**src/rtl/bounce_emulator.sv**
```systemverilog
// Synthesizable bouncy push-button waveform source for debouncer self-test.
// Define BOUNCE_GLITCH_EN to add a one-cycle noise spike at SETTLE index 2.
module bounce_emulator #(
  parameter int          HOLD_BITS     = 8,
  parameter int          SETTLE_CYCLES = 32,
  parameter logic [15:0] LFSR_SEED     = 16'hACE1
) (
  input  logic                 clk_10mhz,
  input  logic                 rst,
  input  logic                 start,
  input  logic [3:0]           bounce_cnt,
  input  logic [HOLD_BITS-1:0] hold_cycles,
  output logic                 btn_out,
  output logic                 busy,
  output logic                 done,
  output logic [7:0]           press_count
);

  localparam logic [15:0] SEED = (LFSR_SEED == 16'h0000) ? 16'hACE1 : LFSR_SEED;
  localparam int SETTLE_W = $clog2(SETTLE_CYCLES + 1);
  localparam int WIDE_W   = (HOLD_BITS > SETTLE_W) ? HOLD_BITS : SETTLE_W;
  localparam int CNT_W    = (WIDE_W > 4) ? WIDE_W : 4;
  localparam logic [CNT_W-1:0] SETTLE_LOAD = CNT_W'(SETTLE_CYCLES);
  localparam logic [CNT_W-1:0] CNT_ONE     = CNT_W'(1);

  typedef enum logic [2:0] {
    IDLE,
    PRESS_BOUNCE,
    HOLD,
    RELEASE_BOUNCE,
    SETTLE
  } state_t;

  state_t               state_reg, state_next;
  logic [15:0]          lfsr_reg, lfsr_next;
  logic [CNT_W-1:0]     cnt_reg, cnt_next;
  logic                 level_reg, level_next;
  logic [3:0]           bounces_reg, bounces_next;
  logic [3:0]           h_len_reg, h_len_next;
  logic [3:0]           l_len_reg, l_len_next;
  logic [2:0]           rel_lat_reg, rel_lat_next;
  logic [HOLD_BITS-1:0] hold_lat_reg, hold_lat_next;
  logic [7:0]           press_count_reg, press_count_next;
  logic                 btn_reg, btn_next;

  logic                 load;
  logic [15:0]          lfsr_step;
  logic [3:0]           new_h;
  logic [3:0]           new_l;
  logic [HOLD_BITS-1:0] hold_eff;
  logic                 settle_glitch;

  // Fibonacci LFSR, taps 16,14,13,11; phase lengths come from the pre-step value.
  assign lfsr_step = {lfsr_reg[14:0], lfsr_reg[15] ^ lfsr_reg[13] ^ lfsr_reg[12] ^ lfsr_reg[10]};
  assign new_h     = 4'd1 + {1'b0, lfsr_reg[2:0]};
  assign new_l     = 4'd1 + {1'b0, lfsr_reg[5:3]};
  assign hold_eff  = (hold_cycles == '0) ? HOLD_BITS'(1) : hold_cycles;

  always_comb begin
    state_next       = state_reg;
    lfsr_next        = lfsr_reg;
    cnt_next         = cnt_reg;
    level_next       = level_reg;
    bounces_next     = bounces_reg;
    h_len_next       = h_len_reg;
    l_len_next       = l_len_reg;
    rel_lat_next     = rel_lat_reg;
    hold_lat_next    = hold_lat_reg;
    press_count_next = press_count_reg;
    load             = 1'b0;

    case (state_reg)
      IDLE: begin
        if (start) begin
          rel_lat_next  = bounce_cnt[3:1];
          hold_lat_next = hold_eff;
          if (bounce_cnt != 4'd0) begin
            state_next   = PRESS_BOUNCE;
            bounces_next = bounce_cnt;
            level_next   = 1'b1;
            cnt_next     = CNT_W'(new_h);
            load         = 1'b1;
          end else begin
            state_next = HOLD;
            cnt_next   = CNT_W'(hold_eff);
          end
        end
      end

      PRESS_BOUNCE: begin
        if (cnt_reg != CNT_ONE) begin
          cnt_next = cnt_reg - CNT_ONE;
        end else if (level_reg) begin
          level_next = 1'b0;
          cnt_next   = CNT_W'(l_len_reg);
        end else if (bounces_reg != 4'd1) begin
          bounces_next = bounces_reg - 4'd1;
          level_next   = 1'b1;
          cnt_next     = CNT_W'(new_h);
          load         = 1'b1;
        end else begin
          state_next = HOLD;
          cnt_next   = CNT_W'(hold_lat_reg);
        end
      end

      HOLD: begin
        if (cnt_reg != CNT_ONE) begin
          cnt_next = cnt_reg - CNT_ONE;
        end else if (rel_lat_reg != 3'd0) begin
          state_next   = RELEASE_BOUNCE;
          bounces_next = {1'b0, rel_lat_reg};
          level_next   = 1'b0;
          cnt_next     = CNT_W'(new_l);
          load         = 1'b1;
        end else begin
          state_next = SETTLE;
          cnt_next   = SETTLE_LOAD;
        end
      end

      // Release bounces start low: the contact opens, then chatters closed.
      RELEASE_BOUNCE: begin
        if (cnt_reg != CNT_ONE) begin
          cnt_next = cnt_reg - CNT_ONE;
        end else if (!level_reg) begin
          level_next = 1'b1;
          cnt_next   = CNT_W'(h_len_reg);
        end else if (bounces_reg != 4'd1) begin
          bounces_next = bounces_reg - 4'd1;
          level_next   = 1'b0;
          cnt_next     = CNT_W'(new_l);
          load         = 1'b1;
        end else begin
          state_next = SETTLE;
          cnt_next   = SETTLE_LOAD;
        end
      end

      SETTLE: begin
        if (cnt_reg != CNT_ONE) begin
          cnt_next = cnt_reg - CNT_ONE;
        end else begin
          state_next       = IDLE;
          press_count_next = press_count_reg + 8'd1;
        end
      end

      default: state_next = IDLE;
    endcase

    if (load) begin
      lfsr_next  = lfsr_step;
      h_len_next = new_h;
      l_len_next = new_l;
    end
  end

`ifdef BOUNCE_GLITCH_EN
  localparam logic [CNT_W-1:0] GLITCH_AT = CNT_W'(SETTLE_CYCLES - 2);
  assign settle_glitch = (state_next == SETTLE) && (cnt_next == GLITCH_AT);
`else
  assign settle_glitch = 1'b0;
`endif

  // btn_out is registered from the next state so the pin never glitches on decode.
  always_comb begin
    btn_next = 1'b0;
    case (state_next)
      PRESS_BOUNCE:   btn_next = level_next;
      HOLD:           btn_next = 1'b1;
      RELEASE_BOUNCE: btn_next = level_next;
      SETTLE:         btn_next = settle_glitch;
      default:        btn_next = 1'b0;
    endcase
  end

  always_ff @(posedge clk_10mhz) begin
    if (rst) begin
      state_reg       <= IDLE;
      lfsr_reg        <= SEED;
      cnt_reg         <= '0;
      level_reg       <= 1'b0;
      bounces_reg     <= 4'd0;
      h_len_reg       <= 4'd1;
      l_len_reg       <= 4'd1;
      rel_lat_reg     <= 3'd0;
      hold_lat_reg    <= HOLD_BITS'(1);
      press_count_reg <= 8'd0;
      btn_reg         <= 1'b0;
    end else begin
      state_reg       <= state_next;
      lfsr_reg        <= lfsr_next;
      cnt_reg         <= cnt_next;
      level_reg       <= level_next;
      bounces_reg     <= bounces_next;
      h_len_reg       <= h_len_next;
      l_len_reg       <= l_len_next;
      rel_lat_reg     <= rel_lat_next;
      hold_lat_reg    <= hold_lat_next;
      press_count_reg <= press_count_next;
      btn_reg         <= btn_next;
    end
  end

  assign btn_out     = btn_reg;
  assign busy        = (state_reg != IDLE);
  assign done        = (state_reg == SETTLE) && (cnt_reg == CNT_ONE);
  assign press_count = press_count_reg;

endmodule

```
**config.mk**
```make
export PLATFORM = sky130hd
export DESIGN_NAME = bounce_emulator
export DESIGN_NICKNAME = d
export VERILOG_FILES = /design/src/rtl/bounce_emulator.sv
export SDC_FILE = /design/constraint.sdc
export NUM_CORES = 1
export LEC_CHECK = 0
export ABC_AREA = 1
export BUFFER_PORTS_ARGS = -buffer_cell sky130_fd_sc_hd__buf_4
export CAP_MARGIN = 20
export CORE_ASPECT_RATIO = 0.75
export CORE_MARGIN = 1.5
export CORE_UTILIZATION = 50
export CTS_CLUSTER_DIAMETER = 30
export DETAILED_ROUTE_END_ITERATION = 12
export GPL_TIMING_DRIVEN = 0
export PLACE_DENSITY = 0.78
export SETUP_SLACK_MARGIN = 0.05
export SYNTH_ARGS = -nofsm -noshare
export SYNTH_HDL_FRONTEND = slang
export SYNTH_SLANG_ARGS = --single-unit
```
**constraint.sdc**
```tcl
create_clock -name clk_10mhz -period 2 [get_ports clk_10mhz]
set_input_delay 0.5 -clock clk_10mhz [delete_from_list [all_inputs] [get_ports clk_10mhz]]
set_output_delay 0.5 -clock clk_10mhz [all_outputs]
set_load 0.01 [all_outputs]
```
==> impl_metrics.py, run 1 <==
metrics = {
    "run_status": {
        "status": "completed",
    },
    "grt": {
        "grt_pass1_vias": 3025,
        "grt_use_total_pct": 25.7,
        "grt_pass1_wl_um": 14400,
        "grt-ovfl-total": 0,
        "grt_max_degree": 11,
        "grt_antenna_before_repair": 0,
    },
    "placement": {
        "place_area_mm2": 0.00361,
        "place.gp.congestion": 0.955,
        "dpl.hpwl_um": 6230,
        "portBuffers": 25,
    },
    "timing": {
        "hold_slack_ns": 0.411,
        "hold_viol_final": 0,
        "rsz0062_at_grt": "false",
        "fin_skew_ns": 0.00831,
        "period_needed_ns": 1.90,
        "worst_pin_slew_ns": 0.596,
        "setup_viol": 0,
        "timing.slew.headroom_pct": 60.3,
        "slew_violations": 0,
        "timing.fmax_mhz": 525,
        "tns_ns": 0,
        "period_share_pct": 95.2,
    },
    "floorplan": {
        "initial_core_util_pct": 52.2,
        "row_count": 25,
        "core_area_mm2": 0.00635,
        "pin_count": 26,
        "die_area_mm2": 0.00714,
        "die_w_um": 97.1,
        "die_h_um": 73.5,
    },
    "clock_network": {
        "cts_tree": "done",
        "cts_buffer_depth": 2,
        "cts-root-buf": "clkbuf_8",
        "worstSkewPairLatency_ns": 0.34,
        "clkTransAtPathRegs_ns": 0.06,
        "cts.sinks": 60,
        "htree_levels": 3,
        "numCtsBuffers": 9,
    },
    "logic_synthesis": {
        "yosys.area_share.xor_xnor_pct": 2.64,
        "yosys.area_share.simple_pct": 32.9,
        "synth_nets": 528,
        "synthCells": 506,
        "avgSynthCellArea_um2": 6.56,
        "yosys.area_share.adder_pct": 2.64,
        "synthesis.area_mm2": 0.00332,
        "yosysUniqueCellTypes": 34,
        "synth.yosys.seq_area_share_pct": 36.2,
        "yosys-mux-area-fraction_pct": 0,
        "yosysWarnings": 0,
        "ys_seq_elements": 60,
        "synth_top_family_by_area": "simple AND/OR/NAND/NOR gates",
        "synth-compound-area-share_pct": 15.3,
    },
    "worst_setup_path": {
        "critPathMaxFanout": 7,
        "reg2reg_slack_ns": 0.15,
        "critPathKind": "reg -> out",
        "cp.required_ns": 1.50,
        "crit_arrival_ns": 1.40,
        "cp-start-kind": "flip-flop",
        "end_kind": "output pin",
    },
    "drt": {
        "num_vias": 3456,
        "drc_errors": 0,
        "drt_iter0_markers": 359,
        "routed_via_density": 5.47,
        "firstDrtPassIters": 6,
        "wl_per_cell_um": 14.0,
        "drtAntennaViolNets": 0,
        "postRouteWirelength_um": 8820,
    },
    "power": {
        "p_leak_nw": 1.91,
        "pwr_density_cell_mw_per_mm2": 977,
        "peakVddDrop_v": 0.000573,
    },
    "min_path": {
        "hp-class": "in -> reg",
    },
    "final_layout": {
        "largest_reg_flops": 16,
        "drive_above_1_share_pct": 15.6,
        "final_cell_mix": "nand2_1, nor2_1, inv_1, dfxtp_1, o21ai_0",
        "fin_area_mm2": 0.00396,
        "layout.nets": 568,
        "syn2layout_area_growth_pct": 19.5,
        "final_common_cell": "nand2_1",
        "diodes": 0,
        "fillers": 594,
    },
    "job": {
        "cap_viol_max_count": 0,
    },
}
cell type report:
cell class                      instances  area, µm²  share of cell area (%)
Clock buffer                           12        155                    3.91
Clock inverter                          4       95.1                    2.40
Multi-Input combinational cell        368       1860                    46.8
Sequential cell                        60       1200                    30.4
Buffer                                 14       92.6                    2.34
Inverter                               65        249                    6.28
Timing Repair Buffer                   28        210                    5.30
Tap cell                               81        101                    2.56
cell usage after synthesis, drive strengths merged:
cell type,number,area share (%)
ha,7,2.6
o211ai,4,0.91
nor3b,1,0.23
nor3,3,0.45
nor2,76,9.7
xor2,7,1.8
o221ai,2,0.53
a21oi,41,6.3
inv,65,7.5
nand4,2,0.38
or2,3,0.57
o22ai,2,0.38
a22oi,1,0.23
dfxtp,60,36
and2,1,0.19
a31oi,1,0.19
nand2,124,14
clkbuf,5,0.57
o21ai,45,6.8
nand3,44,6.9
buf,9,2.2
xnor2,3,0.79
final timing paths:
| check | startpoint | end | cells after the start |
|---|---|---|---|
| min reg2reg | hold_lat_reg[7]$_SDFFE_PP0P_ | hold_lat_reg[7]$_SDFFE_PP0P_ | 2 |
| max reg2reg | bounces_reg[1]$_SDFFE_PP0P_ | btn_out$_SDFF_PP0_ | 10 |
| max | cnt_reg[7]$_SDFFE_PP0P_ | done | 6 |
| min | rst | cnt_reg[1]$_SDFFE_PP0P_ | 4 |
cell families after synthesis:
kind of cell / count (synthesis)
buf+inv: 79
flops: 60
simple gates: 254
fa+ha+maj: 7
xor+xnor: 10
compound gates: 96
worst max-delay path: stages, from the launching register on:
cell     delay, ns
dfxtp_1       0.33
nor2_2        0.21
nand2_4       0.11
nor2_4        0.15
nand2_4       0.08
inv_2         0.06
buf_4         0.11
routing by layer:
| metal | global-route usage (%) | up-vias | routed length [µm] |
|---|---|---|---|
| met5 | 0 | - | 0 |
| met4 | 8.21 | 0 | 136 |
| met3 | 6.76 | 21 | 850 |
| met2 | 37.6 | 161 | 3690 |
| met1 | 37.0 | 1570 | 4150 |
| li1 | - | 1704 | - |
per-stage QoR:
stage,utilization [%],setup WS (ns),cells,power (mW)
after CTS,61.5,0.0861,631,3.83
after floorplan,-,0.435,506,2.18
after global routing,62.4,0.0427,632,4.09
after detailed placement,56.8,-0.0601,612,2.43
final,62.4,0.0959,632,3.87
after global placement,56.8,-0.0321,612,2.41
power by group:
group / total, mW / leakage (nW) / internal, mW / switching [mW]
logic: 1.05 / 1.29 / 0.385 / 0.662
registers: 1.46 / 0.496 / 1.34 / 0.116
clock network: 1.37 / 0.127 / 0.894 / 0.472
total: 3.87 / 1.91 / 2.62 / 1.25
repair_timing:
action,4_1_cts,5_1_grt
resized for setup,8,13
buffers inserted,3,0
cloned,0,1
setup endpoints to repair,1,30
hold buffers,0,0
pin swaps,2,2
(Power assumes the default switching activity.)
==> inputs of run 2 (changes only) <==
--- a/config.mk
+++ b/config.mk
@@ -5,16 +5,15 @@
 export SDC_FILE = /design/constraint.sdc
 export NUM_CORES = 1
 export LEC_CHECK = 0
-export ABC_AREA = 1
 export BUFFER_PORTS_ARGS = -buffer_cell sky130_fd_sc_hd__buf_4
 export CAP_MARGIN = 20
 export CORE_ASPECT_RATIO = 0.75
 export CORE_MARGIN = 1.5
-export CORE_UTILIZATION = 50
+export CORE_UTILIZATION = 40
 export CTS_CLUSTER_DIAMETER = 30
 export DETAILED_ROUTE_END_ITERATION = 12
 export GPL_TIMING_DRIVEN = 0
-export PLACE_DENSITY = 0.78
+export PLACE_DENSITY = 0.67
 export SETUP_SLACK_MARGIN = 0.05
 export SYNTH_ARGS = -nofsm -noshare
 export SYNTH_HDL_FRONTEND = slang
==> run 2 against run 1 <==
- the run now ends with negative setup slack left
- critical path depth is the same
- setup slack lost 0.34 ns
- combinational power grew to 4.7 times the previous value
- final area grew 37%
- sequential share of layout area shrank 8.0 points
- global-route usage grew 2.9 points
==> impl_metrics.py, run 2 <==
metrics = {
    "floorplan": {
        "die_area_mm2": 0.00893,
        "pin_count": 26,
        "initial_core_util_pct": 41.9,
        "row_count": 28,
        "core_area_mm2": 0.00799,
        "die_h_um": 82.2,
        "die_w_um": 109,
    },
    "logic_synthesis": {
        "synth.area.top_cells": "dfxtp_1, a21oi_1, nand2_1, o21ai_0, nor2_1",
        "yosysWarnings": 0,
        "yosys-mux-area-fraction_pct": 1.50,
        "synthArstFlopShare_pct": 0,
        "yosys.area_share.adder_pct": 2.62,
        "synth_flop_cell": "dfxtp_1",
        "synth_top_area_share_pct": 35.9,
        "synth_nets": 435,
        "ys_seq_elements": 60,
        "synth.largest_area_cell": "dfxtp_1",
        "synth-compound-area-share_pct": 26.5,
        "synthesis.area_mm2": 0.00335,
        "synth_common_cells": "dfxtp_1, nand2_1, a21oi_1",
        "yosysMostFrequentCell": "dfxtp_1",
        "synth.yosys.seq_area_share_pct": 35.9,
        "synth_edf_count": 0,
        "synthCells": 413,
        "yosys.area_share.xor_xnor_pct": 3.93,
        "synth_top_family_by_area": "compound AO/OA/AOI/OAI gates",
        "yosys.area_share.simple_pct": 24.0,
        "yosysUniqueCellTypes": 66,
        "avgSynthCellArea_um2": 8.10,
    },
    "run_status": {
        "status": "complete, but fails checks",
        "violations": "negative setup slack",
    },
    "power": {
        "power_frac_comb_pct": 61.5,
        "pwr-share-seq_pct": 22.5,
        "p_switching_mw": 3.50,
        "p_int_mw": 4.52,
        "pwr_density_cell_mw_per_mm2": 1480,
        "p_leak_nw": 2.05,
        "total_power_mw": 8.02,
        "peakVddDrop_v": 0.000768,
        "p_clk_share_pct": 16.0,
        "swShare_pct": 43.7,
    },
    "worst_setup_path": {
        "critPathMaxFanout": 4,
        "end_kind": "output pin",
        "r2r_start": "cnt_reg[1]$_SDFFE_PP0P_",
        "cp.required_ns": 1.50,
        "cp-start-kind": "flip-flop",
        "r2r_cells": 11,
        "reg2reg_slack_ns": -0.15,
        "critPathKind": "reg -> out",
        "crit_arrival_ns": 1.75,
        "r2r-end": "cnt_reg[3]$_SDFFE_PP0P_",
    },
    "timing": {
        "hold_viol_final": 0,
        "period_share_pct": 112,
        "slew_violations": 0,
        "timing.fmax_mhz": 445,
        "setup_viol": 41,
        "fin_skew_ns": 0.0101,
        "worst_pin_slew_ns": 0.793,
        "setup_ws_ns": -0.248,
        "timing.slew.headroom_pct": 47.2,
        "tns_ns": -2.06,
        "rsz0062_at_grt": "true",
        "period_needed_ns": 2.25,
    },
    "drt": {
        "drtAntennaViolNets": 0,
        "postRouteWirelength_um": 13400,
        "drc_errors": 0,
        "drt_iter0_markers": 423,
        "routed_via_density": 6.33,
        "firstDrtPassIters": 7,
        "wl_per_cell_um": 21.5,
        "num_vias": 3942,
    },
    "grt": {
        "grt_max_degree": 15,
        "grt_use_total_pct": 28.6,
        "grt_pass1_wl_um": 19300,
        "grt_pass1_vias": 3713,
        "grt_antenna_before_repair": 0,
        "grt-ovfl-total": 0,
    },
    "clock_network": {
        "cts_buffer_depth": 2,
        "cts.sinks": 60,
        "htree_levels": 3,
        "worstSkewPairLatency_ns": 0.36,
        "holdBufCountCts": 0,
        "numCtsBuffers": 9,
        "cts-root-buf": "clkbuf_8",
        "cts_tree": "done",
        "clkTransAtPathRegs_ns": 0.08,
    },
    "final_layout": {
        "final_cell_mix": "buf_4, dfxtp_1, nand2_1, nor2_1, a21oi_1",
        "final_common_cell": "buf_4",
        "fillers": 611,
        "diodes": 0,
        "syn2layout_area_growth_pct": 62.3,
        "fin_area_mm2": 0.00543,
        "largest_reg_flops": 16,
        "drive_above_1_share_pct": 47.9,
        "layout.nets": 535,
    },
    "min_path": {
        "holdPathEnd": "state_reg[1]$_SDFF_PP0_",
        "hp-start": "rst",
        "hold_path_depth": 2,
        "hp-class": "in -> reg",
    },
    "placement": {
        "portBuffers": 25,
        "place.gp.congestion": 0.915,
        "dpl.hpwl_um": 7400,
        "place_area_mm2": 0.00377,
    },
    "job": {
        "cap_viol_max_count": 0,
    },
}
[run 2: per-stage QoR]
stage / util, % / hold slack (ns) / worst slack, ns / cells
floorplan: - / 0.427 / -0.0186 / 413
global placement: 47.2 / 0.441 / -0.565 / 543
detailed placement: 47.2 / 0.445 / -0.541 / 543
CTS: 62.0 / 0.337 / -0.310 / 606
global route: 68.0 / 0.354 / -0.290 / 623
finish: 68.0 / 0.349 / -0.248 / 623
[run 2: power by group through the flow]
| stage | Combinational (mW) | Sequential [mW] | Clock, mW |
|---|---|---|---|
| 6_report | 4.93 | 1.80 | 1.29 |
| 5_1_grt | 5.18 | 1.83 | 1.33 |
| 4_1_cts | 3.99 | 1.77 | 1.27 |
| 3_5_place_dp | 2.55 | 1.74 | 0 |
| 3_3_place_gp | 2.51 | 1.73 | 0 |
| 2_1_floorplan | 1.93 | 1.68 | 0 |
[run 2: worst max-delay path by stage]
stage / startpoint / end / depth (start not counted)
after floorplan: bounces_reg[1]$_SDFFE_PP0P_ / btn_out$_SDFF_PP0_ / 8
after global routing: cnt_reg[1]$_SDFFE_PP0P_ / done / 6
after CTS: cnt_reg[1]$_SDFFE_PP0P_ / done / 6
final: cnt_reg[1]$_SDFFE_PP0P_ / done / 6
after detailed placement: bounce_cnt[1] / lfsr_reg[12]$_SDFFE_PP0P_ / 7
after global placement: bounces_reg[1]$_SDFFE_PP0P_ / btn_out$_SDFF_PP0_ / 7
[run 2: kinds of logic (layout without fill, tap and decap cells)]
group | after synthesis | count (layout)
and+or+nand+nor | 154 | 155
AOI/OAI and AO/OA | 131 | 131
DFF | 60 | 60
buffers and inverters | 41 | 145
xor gates and xnor gates | 15 | 15
adders and majority gates | 7 | 7
muxes | 5 | 5
[run 2: layout make-up]
| type | count | area, µm² | share of cell area (%) |
|---|---|---|---|
| inverters | 10 | 37.5 | 0.691 |
| repair buffers | 97 | 872 | 16.1 |
| plain buffers | 22 | 231 | 4.26 |
| flip-flops and latches | 60 | 1210 | 22.4 |
| clock inverters | 7 | 98.8 | 1.82 |
| multi-input cells | 313 | 2720 | 50.1 |
| clock buffers | 9 | 124 | 2.28 |
| well taps | 105 | 131 | 2.42 |
[run 2: critical path, stage by stage (launching register included)]
cell and delay, ns:
dfxtp_2 0.33, inv_2 0.06, ha_4 0.12, or4b_4 0.46, buf_8 0.15, nor3_4 0.14
buf_6 0.13
[run 2: layer usage]
metal	share of wire (%)	GRT usage [%]	vias to the layer above
met1	42	37.5	1880
met2	45	46.2	249
met5	0	0	-
li1	-	-	1746
met3	8.3	7.06	67
met4	4.4	10.0	0
[run 2: timing repair]
| action | 4_1_cts | 5_1_grt |
|---|---|---|
| pin swaps | 52 | 52 |
| gates resized for setup | 137 | 86 |
| endpoints found under the setup margin | 61 | 57 |
| buffers inserted | 45 | 24 |
| gates cloned | 7 | 0 |
==> inputs of run 3 (changes only) <==
--- a/config.mk
+++ b/config.mk
@@ -12,9 +12,10 @@
 export CORE_UTILIZATION = 40
 export CTS_CLUSTER_DIAMETER = 30
 export DETAILED_ROUTE_END_ITERATION = 12
-export GPL_TIMING_DRIVEN = 0
 export PLACE_DENSITY = 0.67
+export RECOVER_POWER = 50
 export SETUP_SLACK_MARGIN = 0.05
 export SYNTH_ARGS = -nofsm -noshare
 export SYNTH_HDL_FRONTEND = slang
 export SYNTH_SLANG_ARGS = --single-unit
+export TNS_END_PERCENT = 20
==> run 3 against run 2 <==
- the flow still finishes with violations (negative setup slack)
- clock power is 10% lower
- setup slack got worse by 0.062 ns
- flip-flop and latch count is the same
- hold slack better by 0.062 ns
- total power shrank 19%
- clock skew down 0.0023 ns
- via count shrank 8.5%
- final cell count is 2.2% lower
- critical path depth unchanged
- critical path type unchanged
==> impl_metrics.py, run 3 (synthesized netlist as in run 2, its figures left out) <==
metrics = {
    "drt": {
        "firstDrtPassIters": 5,
        "drc_errors": 0,
        "routed_via_density": 5.92,
        "num_vias": 3607,
        "wl_per_cell_um": 17.1,
        "drtAntennaViolNets": 0,
        "drt_iter0_markers": 270,
        "postRouteWirelength_um": 10400,
    },
    "floorplan": {
        "row_count": 28,
        "die_h_um": 82.2,
        "pin_count": 26,
        "die_area_mm2": 0.00893,
        "core_area_mm2": 0.00799,
        "initial_core_util_pct": 41.9,
        "die_w_um": 109,
    },
    "power": {
        "power_frac_comb_pct": 55.2,
        "p_int_mw": 3.79,
        "pwr_density_cell_mw_per_mm2": 1410,
        "swShare_pct": 41.4,
        "p_clk_share_pct": 18.0,
        "p_switching_mw": 2.68,
        "peakVddDrop_v": 0.000763,
        "total_power_mw": 6.47,
        "p_leak_nw": 1.83,
        "pwr-share-seq_pct": 26.8,
    },
    "final_layout": {
        "fin_cells": 609,
        "fillers": 699,
        "layout.nets": 521,
        "final_cell_mix": "buf_4, dfxtp_1, nand2_1, a21oi_1, nor2_1",
        "syn2layout_area_growth_pct": 37.6,
        "postLayoutCoreUtil_pct": 57.6,
        "final_common_cell": "buf_4",
        "largest_reg_flops": 16,
        "diodes": 0,
        "drive_above_1_share_pct": 32.5,
        "fin_area_mm2": 0.00460,
    },
    "worst_setup_path": {
        "slowest_stage": "or4b_4",
        "crit_path_max_incr_delay_ns": 0.48,
        "cp-startpoint": "cnt_reg[1]$_SDFFE_PP0P_",
        "critPathMaxFanout": 3,
        "critPathBufInv": 3,
        "r2r_start": "cnt_reg[1]$_SDFFE_PP0P_",
        "cp.required_ns": 1.50,
        "path_cells": "inv_2, ha_4, or4b_4, buf_6, nor3_4, buf_6",
        "critPathKind": "reg -> out",
        "cp-start-kind": "flip-flop",
        "critPathTopFamily": "simple AND/OR/NAND/NOR gates",
        "end_kind": "output pin",
        "cp_common_cell": "buf_6",
        "crit_arrival_ns": 1.81,
    },
    "placement": {
        "dpl.hpwl_um": 7440,
        "place_area_mm2": 0.00411,
        "dp.cells": 582,
        "portBuffers": 25,
        "place.gp.congestion": 0.941,
    },
    "timing": {
        "hold_viol_final": 0,
        "setup_ws_ns": -0.309,
        "fin_skew_ns": 0.00783,
        "period_share_pct": 115,
        "tns_ns": -0.842,
        "timing.fmax_mhz": 433,
        "timing.slew.headroom_pct": 70.8,
        "rsz0062_at_grt": "true",
        "period_needed_ns": 2.31,
        "setup_viol": 16,
        "worst_pin_slew_ns": 0.426,
        "slew_violations": 0,
    },
    "job": {
        "cap_viol_max_count": 0,
    },
    "clock_network": {
        "cts_tree": "done",
        "holdBufCountCts": 0,
        "clkTransAtPathRegs_ns": 0.08,
        "cts_buffer_depth": 2,
        "cts-root-buf": "clkbuf_8",
        "cts.sinks": 60,
        "worstSkewPairLatency_ns": 0.35,
        "numCtsBuffers": 9,
        "htree_levels": 3,
    },
    "grt": {
        "grt_max_degree": 33,
        "grt_antenna_before_repair": 0,
        "grt_use_total_pct": 24.1,
        "grt_pass1_wl_um": 16600,
        "grt-ovfl-total": 0,
        "grt_pass1_vias": 3339,
    },
    "run_status": {
        "status": "complete, but fails checks",
        "violations": "negative setup slack",
    },
    "min_path": {
        "hp-start": "hold_cycles[7]",
        "hp-class": "in -> reg",
    },
}
## run 3: cell types whose count changed in the layout (fill, tap and decap cells not counted), moves of 5 or more
cell	before	now
buf_4	70	86
nand3_1	8	20
o21ai_4	7	0
buf_6	23	7
a21oi_1	24	39
nor3_1	10	15
o21ai_0	8	19
nand3_2	9	0
o21ai_2	7	1
clkbuf_8	14	9
a21oi_2	12	1
## run 3: final cells by class
cell class	instances	area [µm²]	share of cell area (%)
flip-flops and latches	60	1210	26.2
clock inverters	7	82.6	1.79
repair buffers	106	845	18.3
clock buffers	9	124	2.69
inverters	10	37.5	0.815
well taps	105	131	2.85
multi-input cells	312	2180	47.3
## run 3: per-stage QoR
stage | setup slack (ns) | hold WS, ns
detailed placement | -0.187 | 0.444
finish | -0.309 | 0.411
floorplan | -0.0186 | 0.427
global placement | -0.188 | 0.435
CTS | -0.312 | 0.400
global route | -0.340 | 0.419
## run 3: power groups by stage
| stage | logic (mW) | registers (mW) | clock network [mW] |
|---|---|---|---|
| global route | 3.89 | 1.77 | 1.22 |
| floorplan | 1.86 | 1.68 | 0 |
| detailed placement | 2.97 | 1.73 | 0 |
| CTS | 3.13 | 1.71 | 1.18 |
| finish | 3.58 | 1.73 | 1.16 |
| global placement | 2.93 | 1.72 | 0 |
## run 3: timing repair
| item | in CTS | in global routing |
|---|---|---|
| buffers inserted | 1 | 7 |
| endpoints found under the setup margin | 28 | 45 |
| gates cloned | 0 | 3 |
| pin swaps | 1 | 18 |
| resized for setup | 26 | 32 |
## run 3: worst paths after layout
kind,endpoint,slack [ns],cells after the start
worst max-delay path,done,-0.31,6
worst max register to register,btn_out$_SDFF_PP0_,-0.22,8
worst min register to register,hold_lat_reg[4]$_SDFFE_PP0P_,0.46,2
worst min-delay path,hold_lat_reg[7]$_SDFFE_PP0P_,0.41,3
## run 3: worst min-delay path, stage by stage
cell     delay, ns
buf_4         0.12
nand2_1       0.05
a21oi_1       0.05
## run 3: routing by layer
layer	track usage (%)	share of wire (%)	wire length (µm)
met3	5.18	7.5	783
met4	10.8	2.1	214
met1	33.3	47	4850
met5	0	0	0
met2	36.3	44	4540
